File: config.mk
export PLATFORM = sky130hd
export DESIGN_NAME = hitbox_scanner
export DESIGN_NICKNAME = d
export VERILOG_FILES = /design/src/rtl/hitbox_scanner_pkg.sv /design/src/rtl/hitbox_scanner_aabb_overlap.sv /design/src/rtl/hitbox_scanner.sv
export SDC_FILE = /design/constraint.sdc
export NUM_CORES = 1
export LEC_CHECK = 0
export BUFFER_PORTS_ARGS = -buffer_cell sky130_fd_sc_hd__buf_4
export CAP_MARGIN = 15
export CORE_MARGIN = 8
export CORE_UTILIZATION = 35
export DETAILED_ROUTE_END_ITERATION = 10
export GPL_TIMING_DRIVEN = 0
export PLACE_DENSITY = 0.55
export SLEW_MARGIN = 10
export SYNTH_ARGS = -nofsm -noshare
export SYNTH_HDL_FRONTEND = slang
export SYNTH_HIERARCHICAL = 1
export SYNTH_SLANG_ARGS = --single-unit
File: constraint.sdc
create_clock -name Clk -period 5.15 [get_ports Clk]
set_clock_uncertainty 0.05 [all_clocks]
set_input_delay 0.7725 -clock Clk [delete_from_list [all_inputs] [get_ports Clk]]
set_output_delay 0.7725 -clock Clk [all_outputs]
set_load 0.02 [all_outputs]
File: src/rtl/hitbox_scanner_pkg.sv
// rtl/hitbox_scanner_pkg.sv - shared types and constants for the hitbox scanner
//
// Contents:
//   COORD_W      : pixel coordinate / size width
//   hitbox_t     : packed axis-aligned box (top-left x,y plus width w, height h)
//   scan_state_t : scanner FSM state encoding
package hitbox_scanner_pkg;

    localparam int COORD_W = 10;

    typedef struct packed {
        logic [COORD_W-1:0] x;
        logic [COORD_W-1:0] y;
        logic [COORD_W-1:0] w;
        logic [COORD_W-1:0] h;
    } hitbox_t;

    typedef enum logic [1:0] {
        S_IDLE  = 2'd0,
        S_SCAN  = 2'd1,
        S_DRAIN = 2'd2,
        S_DONE  = 2'd3
    } scan_state_t;

endpackage

File: src/rtl/hitbox_scanner_aabb_overlap.sv
// rtl/hitbox_scanner_aabb_overlap.sv - combinational strict axis-aligned box overlap test
//
// Ports:
//   ax, ay, aw, ah : first box top-left and size
//   bx, by, bw, bh : second box top-left and size
//   overlap        : 1 when the boxes share interior area (touching edges do not count)
module hitbox_scanner_aabb_overlap
    import hitbox_scanner_pkg::*;
(
    input  logic [COORD_W-1:0] ax,
    input  logic [COORD_W-1:0] ay,
    input  logic [COORD_W-1:0] aw,
    input  logic [COORD_W-1:0] ah,
    input  logic [COORD_W-1:0] bx,
    input  logic [COORD_W-1:0] by,
    input  logic [COORD_W-1:0] bw,
    input  logic [COORD_W-1:0] bh,
    output logic               overlap
);

    // Far edges are one bit wider than coordinates so a box near the
    // screen limit (e.g. x=1016, w=16) does not wrap back to a small value.
    logic [COORD_W:0] a_right;
    logic [COORD_W:0] a_bottom;
    logic [COORD_W:0] b_right;
    logic [COORD_W:0] b_bottom;
    logic             sized;

    always_comb begin
        a_right  = {1'b0, ax} + {1'b0, aw};
        a_bottom = {1'b0, ay} + {1'b0, ah};
        b_right  = {1'b0, bx} + {1'b0, bw};
        b_bottom = {1'b0, by} + {1'b0, bh};

        // Zero-size boxes never collide, whatever their position.
        sized = (aw != '0) && (ah != '0) && (bw != '0) && (bh != '0);

        overlap = sized
                  && ({1'b0, ax} < b_right)
                  && (a_right    > {1'b0, bx})
                  && ({1'b0, ay} < b_bottom)
                  && (a_bottom   > {1'b0, by});
    end

endmodule

File: src/rtl/hitbox_scanner.sv
// rtl/hitbox_scanner.sv - walks an obstacle table and reports overlaps with the player box
//
// Ports:
//   Clk, Reset                 : clock, synchronous active-high reset
//   Start                      : one-cycle query request (ignored while Busy)
//   PlayerX/Y/W/H              : player hitbox, latched when a query is accepted
//   ObjAddr                    : obstacle table read address
//   ObjX/Y/W/H, ObjValid       : slot data, valid one cycle after ObjAddr
//   Busy                       : scan or drain in progress
//   Done                       : one-cycle pulse, results just updated
//   Hit, HitIdx, HitCount      : any overlap, lowest overlapping slot, overlap count
module hitbox_scanner
    import hitbox_scanner_pkg::*;
#(
    parameter int NUM_OBJ = 8,
    parameter int IDX_W   = 3
) (
    input  logic               Clk,
    input  logic               Reset,
    input  logic               Start,
    input  logic [COORD_W-1:0] PlayerX,
    input  logic [COORD_W-1:0] PlayerY,
    input  logic [COORD_W-1:0] PlayerW,
    input  logic [COORD_W-1:0] PlayerH,
    output logic [IDX_W-1:0]   ObjAddr,
    input  logic [COORD_W-1:0] ObjX,
    input  logic [COORD_W-1:0] ObjY,
    input  logic [COORD_W-1:0] ObjW,
    input  logic [COORD_W-1:0] ObjH,
    input  logic               ObjValid,
    output logic               Busy,
    output logic               Done,
    output logic               Hit,
    output logic [IDX_W-1:0]   HitIdx,
    output logic [IDX_W:0]     HitCount
);

    localparam logic [IDX_W-1:0] LAST_ADDR = IDX_W'(NUM_OBJ - 1);

    scan_state_t      state_q;
    scan_state_t      state_d;
    logic             accept;

    hitbox_t          player_q;
    logic [IDX_W-1:0] cnt_q;
    logic [IDX_W-1:0] cmp_idx_q;
    logic             cmp_en_q;

    logic             acc_any_q;
    logic [IDX_W-1:0] acc_first_q;
    logic [IDX_W:0]   acc_count_q;
    logic             acc_any_d;
    logic [IDX_W-1:0] acc_first_d;
    logic [IDX_W:0]   acc_count_d;

    logic             slot_hit;

    hitbox_scanner_aabb_overlap u_overlap (
        .ax      (player_q.x),
        .ay      (player_q.y),
        .aw      (player_q.w),
        .ah      (player_q.h),
        .bx      (ObjX),
        .by      (ObjY),
        .bw      (ObjW),
        .bh      (ObjH),
        .overlap (slot_hit)
    );

    always_ff @(posedge Clk) begin
        if (Reset) begin
            state_q <= S_IDLE;
        end else begin
            state_q <= state_d;
        end
    end

    always_comb begin
        state_d = state_q;
        accept  = 1'b0;
        case (state_q)
            S_IDLE: begin
                if (Start) begin
                    state_d = S_SCAN;
                    accept  = 1'b1;
                end
            end
            S_SCAN: begin
                if (cnt_q == LAST_ADDR) begin
                    state_d = S_DRAIN;
                end
            end
            S_DRAIN: begin
                state_d = S_DONE;
            end
            S_DONE: begin
                // Back-to-back queries are accepted straight out of DONE.
                if (Start) begin
                    state_d = S_SCAN;
                    accept  = 1'b1;
                end else begin
                    state_d = S_IDLE;
                end
            end
            default: begin
                state_d = S_IDLE;
            end
        endcase
    end

    // Accumulator update for the slot whose data is on the Obj* inputs now.
    // A new query and a live compare never coincide: compares only run in
    // the cycle after a SCAN cycle, and accept only fires in IDLE/DONE.
    always_comb begin
        acc_any_d   = acc_any_q;
        acc_first_d = acc_first_q;
        acc_count_d = acc_count_q;
        if (accept) begin
            acc_any_d   = 1'b0;
            acc_first_d = '0;
            acc_count_d = '0;
        end else if (cmp_en_q && ObjValid && slot_hit) begin
            if (!acc_any_q) begin
                acc_first_d = cmp_idx_q;
            end
            acc_any_d   = 1'b1;
            acc_count_d = acc_count_q + 1'b1;
        end
    end

    always_ff @(posedge Clk) begin
        if (Reset) begin
            player_q    <= '0;
            cnt_q       <= '0;
            cmp_idx_q   <= '0;
            cmp_en_q    <= 1'b0;
            acc_any_q   <= 1'b0;
            acc_first_q <= '0;
            acc_count_q <= '0;
            Hit         <= 1'b0;
            HitIdx      <= '0;
            HitCount    <= '0;
        end else begin
            // Table data lags the address by one cycle, so the compare
            // stage works on a delayed copy of the address counter.
            cmp_en_q  <= (state_q == S_SCAN);
            cmp_idx_q <= cnt_q;

            acc_any_q   <= acc_any_d;
            acc_first_q <= acc_first_d;
            acc_count_q <= acc_count_d;

            if (accept) begin
                player_q.x <= PlayerX;
                player_q.y <= PlayerY;
                player_q.w <= PlayerW;
                player_q.h <= PlayerH;
                cnt_q      <= '0;
            end else if ((state_q == S_SCAN) && (cnt_q != LAST_ADDR)) begin
                cnt_q <= cnt_q + 1'b1;
            end

            // DRAIN holds the last slot's compare, so publish the updated
            // accumulator values rather than the registered ones.
            if (state_q == S_DRAIN) begin
                Hit      <= acc_any_d;
                HitIdx   <= acc_first_d;
                HitCount <= acc_count_d;
            end
        end
    end

    // The counter stops at the last address, so ObjAddr holds it after a scan.
    assign ObjAddr = cnt_q;
    assign Busy    = (state_q == S_SCAN) || (state_q == S_DRAIN);
    assign Done    = (state_q == S_DONE);

endmodule

==> results.toml <==
[synth]
synth_area_um2 = 4930
syn_inst = 602
post_synth.cell_area_avg_um2 = 8.18
synthTopCellsByCount = "nand2_1, ha_1, a21oi_1"
synthSimpleGateAreaFrac_pct = 19.7
synthAdderAreaFrac_pct = 23.5
synth_area_leaders = "dfxtp_1, ha_1, nand2_1, a21oi_1, xnor2_1"
synth-xor-area-share_pct = 5.69
yosys.area.top_type = "dfxtp_1"
synth_fp_nets = 776
yosys.cell_count.top_type = "nand2_1"
ys_seq_area_share_pct = 26.4
synth.distinct_cells = 54
ys_ff_latch = 65
ys.flop_type = "dfxtp_1"
ys_warn_count = 6
synth_top_family_by_area = "adder cells"
async_flop_share_pct = 0
synth-edff-count = 0
synth_mux_area_share_pct = 1.42
synth_top_area_share_pct = 26.4
synth-compound-area-share_pct = 19.0

[route]
drt-initial-drc-count = 201
drcViolationCount = 0
via_count = 4475
wl_per_cell_um = 14.9
vias_per_cell = 5.01
drtAntennaViolNets = 0
drt-total-wl_um = 13300
drt-pass1-iter-count = 5

[timing]
layout_min_cycle_time_ns = 4.74
fin_hold_ws_ns = 0.426
final.setup.tns_ns = 0
hold_viol = 0
max_freq_mhz = 211
relSlewSlack_pct = 62.6
finalSetupViolCount = 0
fin_crit_sh_pct = 92.0
rsz0062_at_grt = "false"
tightest_slew_ns = 0.547
slew_viol_final = 0

[floorplan]
rows = 43
core_um2 = 13800
io_pins = 97
start_util_pct = 35.6
dieArea_um2 = 18100
dieHeight_um = 135
die_w_um = 135

[power]
finalPower_w = 0.00242
power_leakage_nw = 2.92
ir_worst_vdd_uv = 243
powerDensity_nw_per_um2 = 392

[status]
status = "complete, no violations"

[final_layout]
fin_area_um2 = 6190
utilization_pct = 44.8
n_antenna_cell = 0
area_growth_pct = 25.7
nFillCells = 1400
final-seq-area_um2 = 1300
final_net_count = 883
layout-drive-gt1-share_pct = 19.9
multi_input_area_um2 = 3410

[worst_hold_path]
hold_path_class = "flop to flop"
hold_start = "player_q[9]$_SDFFE_PP0P_"

[clocking]
holdBufCountCts = 0
clockBufferDepth = 2
cts.clk_slew.worst_paths_ns = 0.06
cts_sinks = 65
htreeDepth = 3
postCtsSetupBuffers = 0
clock_latency_ns = 0.33
cts_buffers = 9
cts_resized = 0
cts_root_buf = "clkbuf_16"
cts_tree = "yes"

[critical_path]
r2r-start = "player_q[20]$_SDFFE_PP0P_"
critPathLaunch = "player_q[20]$_SDFFE_PP0P_"
cp-end-kind = "flop"
worstSetupPathType = "flop to flop"
cp-start-kind = "flop"
cp_data_arrival_time_ns = 4.90
critPathMaxFanout = 7
worst_ep_required_time_ns = 5.31

[job]
maxCapViolCount = 0

[place]
dpl-instance-area_um2 = 5870
gp_congestion = 0.812
hpwlAfterDp_um = 11300
io_buffers = 96

[global_routing]
grt_max_degree = 13
antenna_found_initial = 0
grt_util_all_layers_pct = 14.9
grt_pass1_wl_um = 22000
first_global_vias = 4633
grt_overflow = 0
[routing by layer]
metal | global-route usage [%] | wire length [µm] | vias to the layer above
li1 | - | - | 2343
met1 | 18.3 | 6220 | 2033
met2 | 25.2 | 6250 | 91
met3 | 4.16 | 720 | 8
met4 | 3.18 | 93 | 0
met5 | 0 | 0 | -
[through the flow]
stage | cells | worst slack, ns
after floorplan | 602 | 1.02
after global placement | 878 | 0.345
after detailed placement | 878 | 0.217
after CTS | 894 | 0.356
after global routing | 894 | 0.0846
final | 894 | 0.410
[sequential cells by signal, summed over array words and instances, names as in the netlist]
register / count
player_q: 40
HitCount: 4
acc_count_q: 4
HitIdx: 3
ObjAddr: 3
acc_first_q: 3
cmp_idx_q: 3
state_q: 2
Hit: 1
acc_any_q: 1
cmp_en_q: 1
[path summary, 6_finish.rpt]
check,depth (start not counted),end,slack (ns)
max,19,HitIdx[0]$_SDFFE_PP0N_,0.41
min,2,player_q[9]$_SDFFE_PP0P_,0.43
max reg2reg,19,HitIdx[0]$_SDFFE_PP0N_,0.41
min reg2reg,2,player_q[9]$_SDFFE_PP0P_,0.43
[where the power goes]
group	internal [W]	total, W	switching [W]	leakage (nW)
combinational	0.000482	0.00109	0.000611	2.23
clock	0.000426	0.000650	0.000224	0.157
sequential	0.000593	0.000682	0.0000899	0.530
[critical path: stages (launching register included)]
cell and delay [ns]:
dfxtp_1 0.33, ha_1 0.23, fa_1 0.44, a211oi_2 0.19, nor2_1 0.10, o311a_1 0.33, o21a_1 0.19, nor2_2 0.09
xnor2_1 0.07, ha_1 0.30, nand4_1 0.13, nor2_1 0.16, a2111oi_0 0.12, a221o_1 0.38, a31oi_1 0.24, nor4b_2 0.38
nand3_2 0.22, nor2_2 0.27, mux2i_1 0.29, o32ai_1 0.12
[cells in the final DEF, fill, tap and decap left out, types with 12 or more instances in the layout]
cell type	synthesis	layout
xor2_1	15	15
a21oi_1	71	71
ha_1	86	86
nor2_1	38	38
dfxtp_1	65	65
buf_2	12	12
buf_4	0	96
nand2_1	100	100
nand3_1	15	15
inv_1	35	35
nor4_1	12	12
a21o_1	13	13
o21ai_0	17	17
xnor2_1	17	17
[cell families after synthesis]
family	Yosys count
buffers and inverters	52
multiplexers	7
XOR/XNOR	32
adder cells (fa/ha/maj)	90
AO/OA/AOI/OAI	146
flip-flops	65
AND/OR/NAND/NOR	210
[cell type report]
type	count	area share (%)
Tap cell	180	3.64
Clock buffer	10	3.70
Inverter	35	2.12
Timing Repair Buffer	96	11.6
Buffer	17	1.27
Clock inverter	6	1.48
Multi-Input combinational cell	485	55.1
Sequential cell	65	21.0
(Power assumes the default switching activity.)
